[config.mk]
export PLATFORM = sky130hd
export DESIGN_NAME = frequency_meter
export DESIGN_NICKNAME = d
export VERILOG_FILES = /design/src/rtl/frequency_meter.sv
export SDC_FILE = /design/constraint.sdc
export NUM_CORES = 1
export LEC_CHECK = 0
export BUFFER_PORTS_ARGS = -buffer_cell sky130_fd_sc_hd__buf_2
export CAP_MARGIN = 5
export CELL_PAD_IN_SITES_DETAIL_PLACEMENT = 1
export CELL_PAD_IN_SITES_GLOBAL_PLACEMENT = 1
export CORE_MARGIN = 3
export CORE_UTILIZATION = 48
export DETAILED_ROUTE_END_ITERATION = 10
export HOLD_SLACK_MARGIN = 0.08
export PLACE_DENSITY_LB_ADDON = 0.1
export SYNTH_ARGS = -nofsm -noshare
export SYNTH_HDL_FRONTEND = slang
export SYNTH_SLANG_ARGS = --single-unit
[constraint.sdc]
create_clock -name SysClock -period 3.7 [get_ports SysClock]
set_input_delay 1.11 -clock SysClock [delete_from_list [all_inputs] [get_ports SysClock]]
set_output_delay 1.11 -clock SysClock [all_outputs]
set_load 0.05 [all_outputs]
[src/rtl/frequency_meter.sv]
// frequency_meter
//
// Measures the rate of an asynchronous input by counting its rising edges
// over a fixed gate window of SysClock cycles. Windows run back-to-back while
// Enable is high; each completed window updates Frequency/Overflow and pulses
// Valid for one cycle.
//
// Ports:
//   SysClock   in   sole clock, rising edge
//   Reset      in   synchronous, active-high; clears all state
//   Enable     in   high runs continuous windows, low returns to IDLE
//   SignalIn   in   asynchronous signal under measurement
//   Frequency  out  [COUNT_W] edge count of the last completed window (held)
//   Valid      out  one-cycle strobe when Frequency/Overflow update
//   Overflow   out  last completed window's count saturated
//   Busy       out  high while counting
//
// state | meaning
// ------+------------------------------------------------------------
// IDLE  | not measuring; counters held at 0; results held
// COUNT | gate window running; rising edges accumulated

module frequency_meter #(
    parameter int GATE_CYCLES = 50_000_000,
    parameter int COUNT_W     = 24
) (
    input  logic               SysClock,
    input  logic               Reset,
    input  logic               Enable,
    input  logic               SignalIn,
    output logic [COUNT_W-1:0] Frequency,
    output logic               Valid,
    output logic               Overflow,
    output logic               Busy
);

    localparam int                  GATE_W    = $clog2(GATE_CYCLES);
    localparam logic [GATE_W-1:0]   GATE_LAST = GATE_W'(GATE_CYCLES - 1);
    localparam logic [COUNT_W-1:0]  EDGE_MAX  = '1;

    typedef enum logic {
        IDLE  = 1'b0,
        COUNT = 1'b1
    } state_t;

    state_t state, state_next;

    logic                s1, s2, s3;
    logic                sig_edge;
    logic [GATE_W-1:0]   gate_cnt;
    logic [COUNT_W-1:0]  edge_cnt;
    logic [COUNT_W-1:0]  edge_cnt_next;
    logic                sticky;
    logic                sticky_next;
    logic                edge_at_max;
    logic                window_end;

    // Two flops for metastability, a third to remember the previous level.
    assign sig_edge = s2 & ~s3;

    // Saturating edge count; the sticky bit records any increment lost at max.
    assign edge_at_max   = (edge_cnt == EDGE_MAX);
    assign edge_cnt_next = (sig_edge && !edge_at_max) ? edge_cnt + 1'b1 : edge_cnt;
    assign sticky_next   = sticky | (sig_edge & edge_at_max);
    assign window_end    = (state == COUNT) && (gate_cnt == GATE_LAST);

    always_ff @(posedge SysClock) begin
        if (Reset) begin
            state <= IDLE;
        end else begin
            state <= state_next;
        end
    end

    // Window end does not alter the next state: COUNT continues straight into
    // the next window if Enable is still high, otherwise drops to IDLE.
    always_comb begin
        state_next = state;
        Busy       = 1'b0;
        case (state)
            IDLE: begin
                if (Enable) begin
                    state_next = COUNT;
                end
            end
            COUNT: begin
                Busy = 1'b1;
                if (!Enable) begin
                    state_next = IDLE;
                end
            end
            default: begin
                state_next = IDLE;
            end
        endcase
    end

    always_ff @(posedge SysClock) begin
        if (Reset) begin
            s1        <= 1'b0;
            s2        <= 1'b0;
            s3        <= 1'b0;
            gate_cnt  <= '0;
            edge_cnt  <= '0;
            sticky    <= 1'b0;
            Frequency <= '0;
            Overflow  <= 1'b0;
            Valid     <= 1'b0;
        end else begin
            s1    <= SignalIn;
            s2    <= s1;
            s3    <= s2;
            Valid <= 1'b0;

            if (state == COUNT) begin
                if (window_end) begin
                    // The edge seen in the last gate cycle still belongs to
                    // this window; the next window starts with no dead cycle.
                    Frequency <= edge_cnt_next;
                    Overflow  <= sticky_next;
                    Valid     <= 1'b1;
                    gate_cnt  <= '0;
                    edge_cnt  <= '0;
                    sticky    <= 1'b0;
                end else if (!Enable) begin
                    // Partial window is discarded.
                    gate_cnt <= '0;
                    edge_cnt <= '0;
                    sticky   <= 1'b0;
                end else begin
                    gate_cnt <= gate_cnt + 1'b1;
                    edge_cnt <= edge_cnt_next;
                    sticky   <= sticky_next;
                end
            end else begin
                gate_cnt <= '0;
                edge_cnt <= '0;
                sticky   <= 1'b0;
            end
        end
    end

endmodule

==> results.md <==
* HP Start: s1$_SDFF_PP0_
* Max-slew violation count at 0
* Max Fclk at 0.396 GHz
* Reg2reg start: gate_cnt[9]$_SDFF_PP0_
* Worst path cell trace: buf_2 > nor2b_1 > nand3_2 > buf_4 > nor2_1
* Outcome: finished, final reports clean
* Die H at 91.0 um
* Initial antenna violation count at 0
* Crit. End Element: flip-flop
* Slowest cell on crit path: nand3_2
* Diode count at 0
* WHS at 455 ps
* CTS Sinks at 81
* Post-synth top area share at 46.8%
* H-tree depth at 3
* Minimum clock period at 2530 ps
* GRT met1 Usage at 23.8%
* Crit Path Class: in2reg
* Fraction of registers with async set/reset at 0%
* GP Congestion at 0.762
* Setup TNS at 0 ps
* Net Sw Power at 0.000341 W
* Busiest grt layer: met2
* Post-Syn Area at 0.00347 mm^2
* Cell area after layout at 0.00390 mm^2
* DP Area at 0.00366 mm^2
* Final setup violating endpoints at 0
* Crit path DAT at 2820 ps
* Worst Skew at 6.30 ps
* Avg Inst Size Synth at 9.08 um^2
* Maximum net fanout on the critical path at 31
* Core Util, Final at 56.4%
* Post-CTS Repair Setup Buffers at 0
* Hold path cells at 1
* Post-synth EDFFs at 0
* Die Width at 91.0 um
* Fill count at 854
* Power Density at 427 mW/mm^2
* Share of power burned in combinational logic at 1.3%
* Clock group share of total power at 46.1%
* Via density at 5.50
* RSZ-0062 raised after global routing: false
* Worst Path Required at 3990 ps
* Most used DFF post-synth: dfxtp_1
* #FFs+latches synth at 81
* Worst R2R Setup Slack at 1290 ps
* CP peak stage delay at 580 ps
* Switching Fraction at 20.5%
* Sequential fraction of the synthesis area at 46.8%
* Slew HR at 52.4%
* M3 GR Usage at 3.31%
* Total CTS buffers at 9
* GR Util met2 at 36.7%
* Top cells by area, synth: dfxtp_1 (47%), nor2_1 (9.1%), xor2_1 (5.8%), xnor2_1 (5.6%), a211oi_1 (4.8%)
* Netlist cell types at 42
* Worst Path Buf+Inv at 2
* WL final at 7.94 mm
* CP delay by family, top: simple AND/OR/NAND/NOR gates
* Site Rows at 30
* Clock latency on the worst-skew pair at 360 ps
* Routed len/inst at 15.7 um
* Pleak at 1.26 nW
* Hold_buf cts at 0
* Root Buffer: clkbuf_8
* Layout area overhead at 12.4%
* Max-Cap Viols at 0
* Die area at 0.00828 mm^2
* Internal at 0.00132 W
* Port-buffer cells at 30
* Worst Hold Endpoint: s2$_SDFF_PP0_
* Reg power frac at 52.6%
* Hold Crit Class: reg2reg
* Yosys warns at 0
* First-pass GRT wire length at 13.7 mm
* Core box area at 0.00691 mm^2
* Worst r2r path cells at 6
* Tcrit/Tclk final at 68.3%
* Pre-antenna DRT Iters at 4
* Clk slew on worst S/H paths at 80 ps
* Vias at 2786
* Mapped Cells at 382
* Tot GR Track Use at 20.4%
* Actual slew at the worst max-slew pin at 695 ps
* # IOs at 31
* Post-placement setup slack at 775 ps
* Buffer depth of the longest clock path at 2
* Peak VDD IR at 189 uV
* Nets at 413
* Total gr overflow at 0
* Layout cells sized above 1 at 15.8%
* Residual DRC count at 0
* Final hold vios at 0
* CP Launch Type: primary input
* Number of global-route vias before repair at 2899
* Antenna Nets Post-Route at 0
* Detail Placement HPWL at 5.40 mm
* Mapped Nets at 388
* Largest net degree at the start of global routing at 49
* Reg2reg end: edge_cnt[1]$_SDFF_PP0_
* CTS tree: built
* Post-synth top area cell: dfxtp_1
* Final WS setup at 1170 ps
* Starting DRT DRC Count at 93
* Starting Density at 50.2%
* Post-CTS Resized at 0
per-layer routing:
metal	share of wire, %	wire length [um]
met4	2.0	159
met5	0	0
met3	2.2	173
met1	44	3490
met2	52	4120
flip-flops by register name, indices dropped and copies added (netlist names):
register   flops
Frequency     24
Valid          1
Overflow       1
sticky         1
s1             1
gate_cnt      26
s2             1
edge_cnt      24
state          1
s3             1
synth_stat cells (5+ instances only):
cell type,count
nor2_1,84
dfxtp_1,81
xor2_1,23
a211oi_1,22
xnor2_1,22
nand3_1,20
nor3_1,16
nand4_1,13
buf_2,12
nand2_1,11
inv_1,7
a21oi_1,5
clkbuf_1,5
nor2b_1,5
nor4_1,5
o21ai_0,5
cell usage in the layout, fill, tap and decap left out, types with 2 or more instances in the layout:
cell type    n
a211oi_1    22
a21oi_1      5
and3_1       4
and4_1       3
buf_2       30
buf_4        4
bufinv_16    3
clkbuf_8     9
clkinvlp_4   2
dfxtp_1     81
ha_1         2
inv_1        7
nand2_1     11
nand3_1     19
nand3_4      2
nand4_1     13
nand4_2      2
nor2_1      84
nor2b_1      5
nor3_1      16
nor4_1       5
nor4_4       2
nor4bb_1     2
o2111ai_1    3
o211ai_1     3
o21ai_0      5
o21ai_2      3
or3_1        4
xnor2_1     22
xor2_1      23
power groups by stage:
stage,registers [W],logic (W),clock network [W]
2_1_floorplan,0.000897,0.0000137,0
3_3_place_gp,0.000895,0.0000216,0
3_5_place_dp,0.000896,0.0000220,0
4_1_cts,0.000875,0.0000223,0.000781
5_1_grt,0.000876,0.0000243,0.000818
6_report,0.000875,0.0000219,0.000766
worst max-delay path by stage:
stage / depth (start not counted) / to / from
after floorplan: 8 / Frequency[13]$_SDFFE_PP0P_ / edge_cnt[0]$_SDFF_PP0_
after global placement: 5 / edge_cnt[1]$_SDFF_PP0_ / Reset
after detailed placement: 5 / edge_cnt[1]$_SDFF_PP0_ / Reset
after CTS: 5 / edge_cnt[1]$_SDFF_PP0_ / Reset
after global routing: 5 / edge_cnt[1]$_SDFF_PP0_ / Reset
final: 5 / edge_cnt[1]$_SDFF_PP0_ / Reset
area by class of cell:
type / instances / area, um^2 / area share, %
inverters: 7 / 26.3 / 0.674
well taps: 96 / 120 / 3.08
repair buffers: 34 / 180 / 4.62
clock buffers: 10 / 128 / 3.27
multi-input cells: 274 / 1720 / 44.0
clock inverters: 5 / 105 / 2.70
flip-flops and latches: 81 / 1620 / 41.6
kinds of logic after synthesis:
logic type	count (synthesis)	synth area share [%]
XOR/XNOR	45	11.4
buffers and inverters	27	4.11
flip-flops	81	46.8
AND/OR/NAND/NOR	179	26.7
multiplexers	1	0.289
AO/OA/AOI/OAI	47	10.0
adder cells (fa/ha/maj)	2	0.722
stage by stage:
| stage | total power, W | instances |
|---|---|---|
| 6_report | 0.00166 | 507 |
| 5_1_grt | 0.00172 | 507 |
| 4_1_cts | 0.00168 | 507 |
| 2_1_floorplan | 0.000911 | 382 |
| 3_5_place_dp | 0.000918 | 492 |
| 3_3_place_gp | 0.000917 | 492 |
worst register-to-register path: stages, from the launching register on:
cell	delay [ps]
dfxtp_1	360
nor4_1	340
nand4_1	310
or3_1	410
nand3_2	480
buf_4	320
nor2_1	80
No activity file was read; power rests on OpenSTA's default activity.
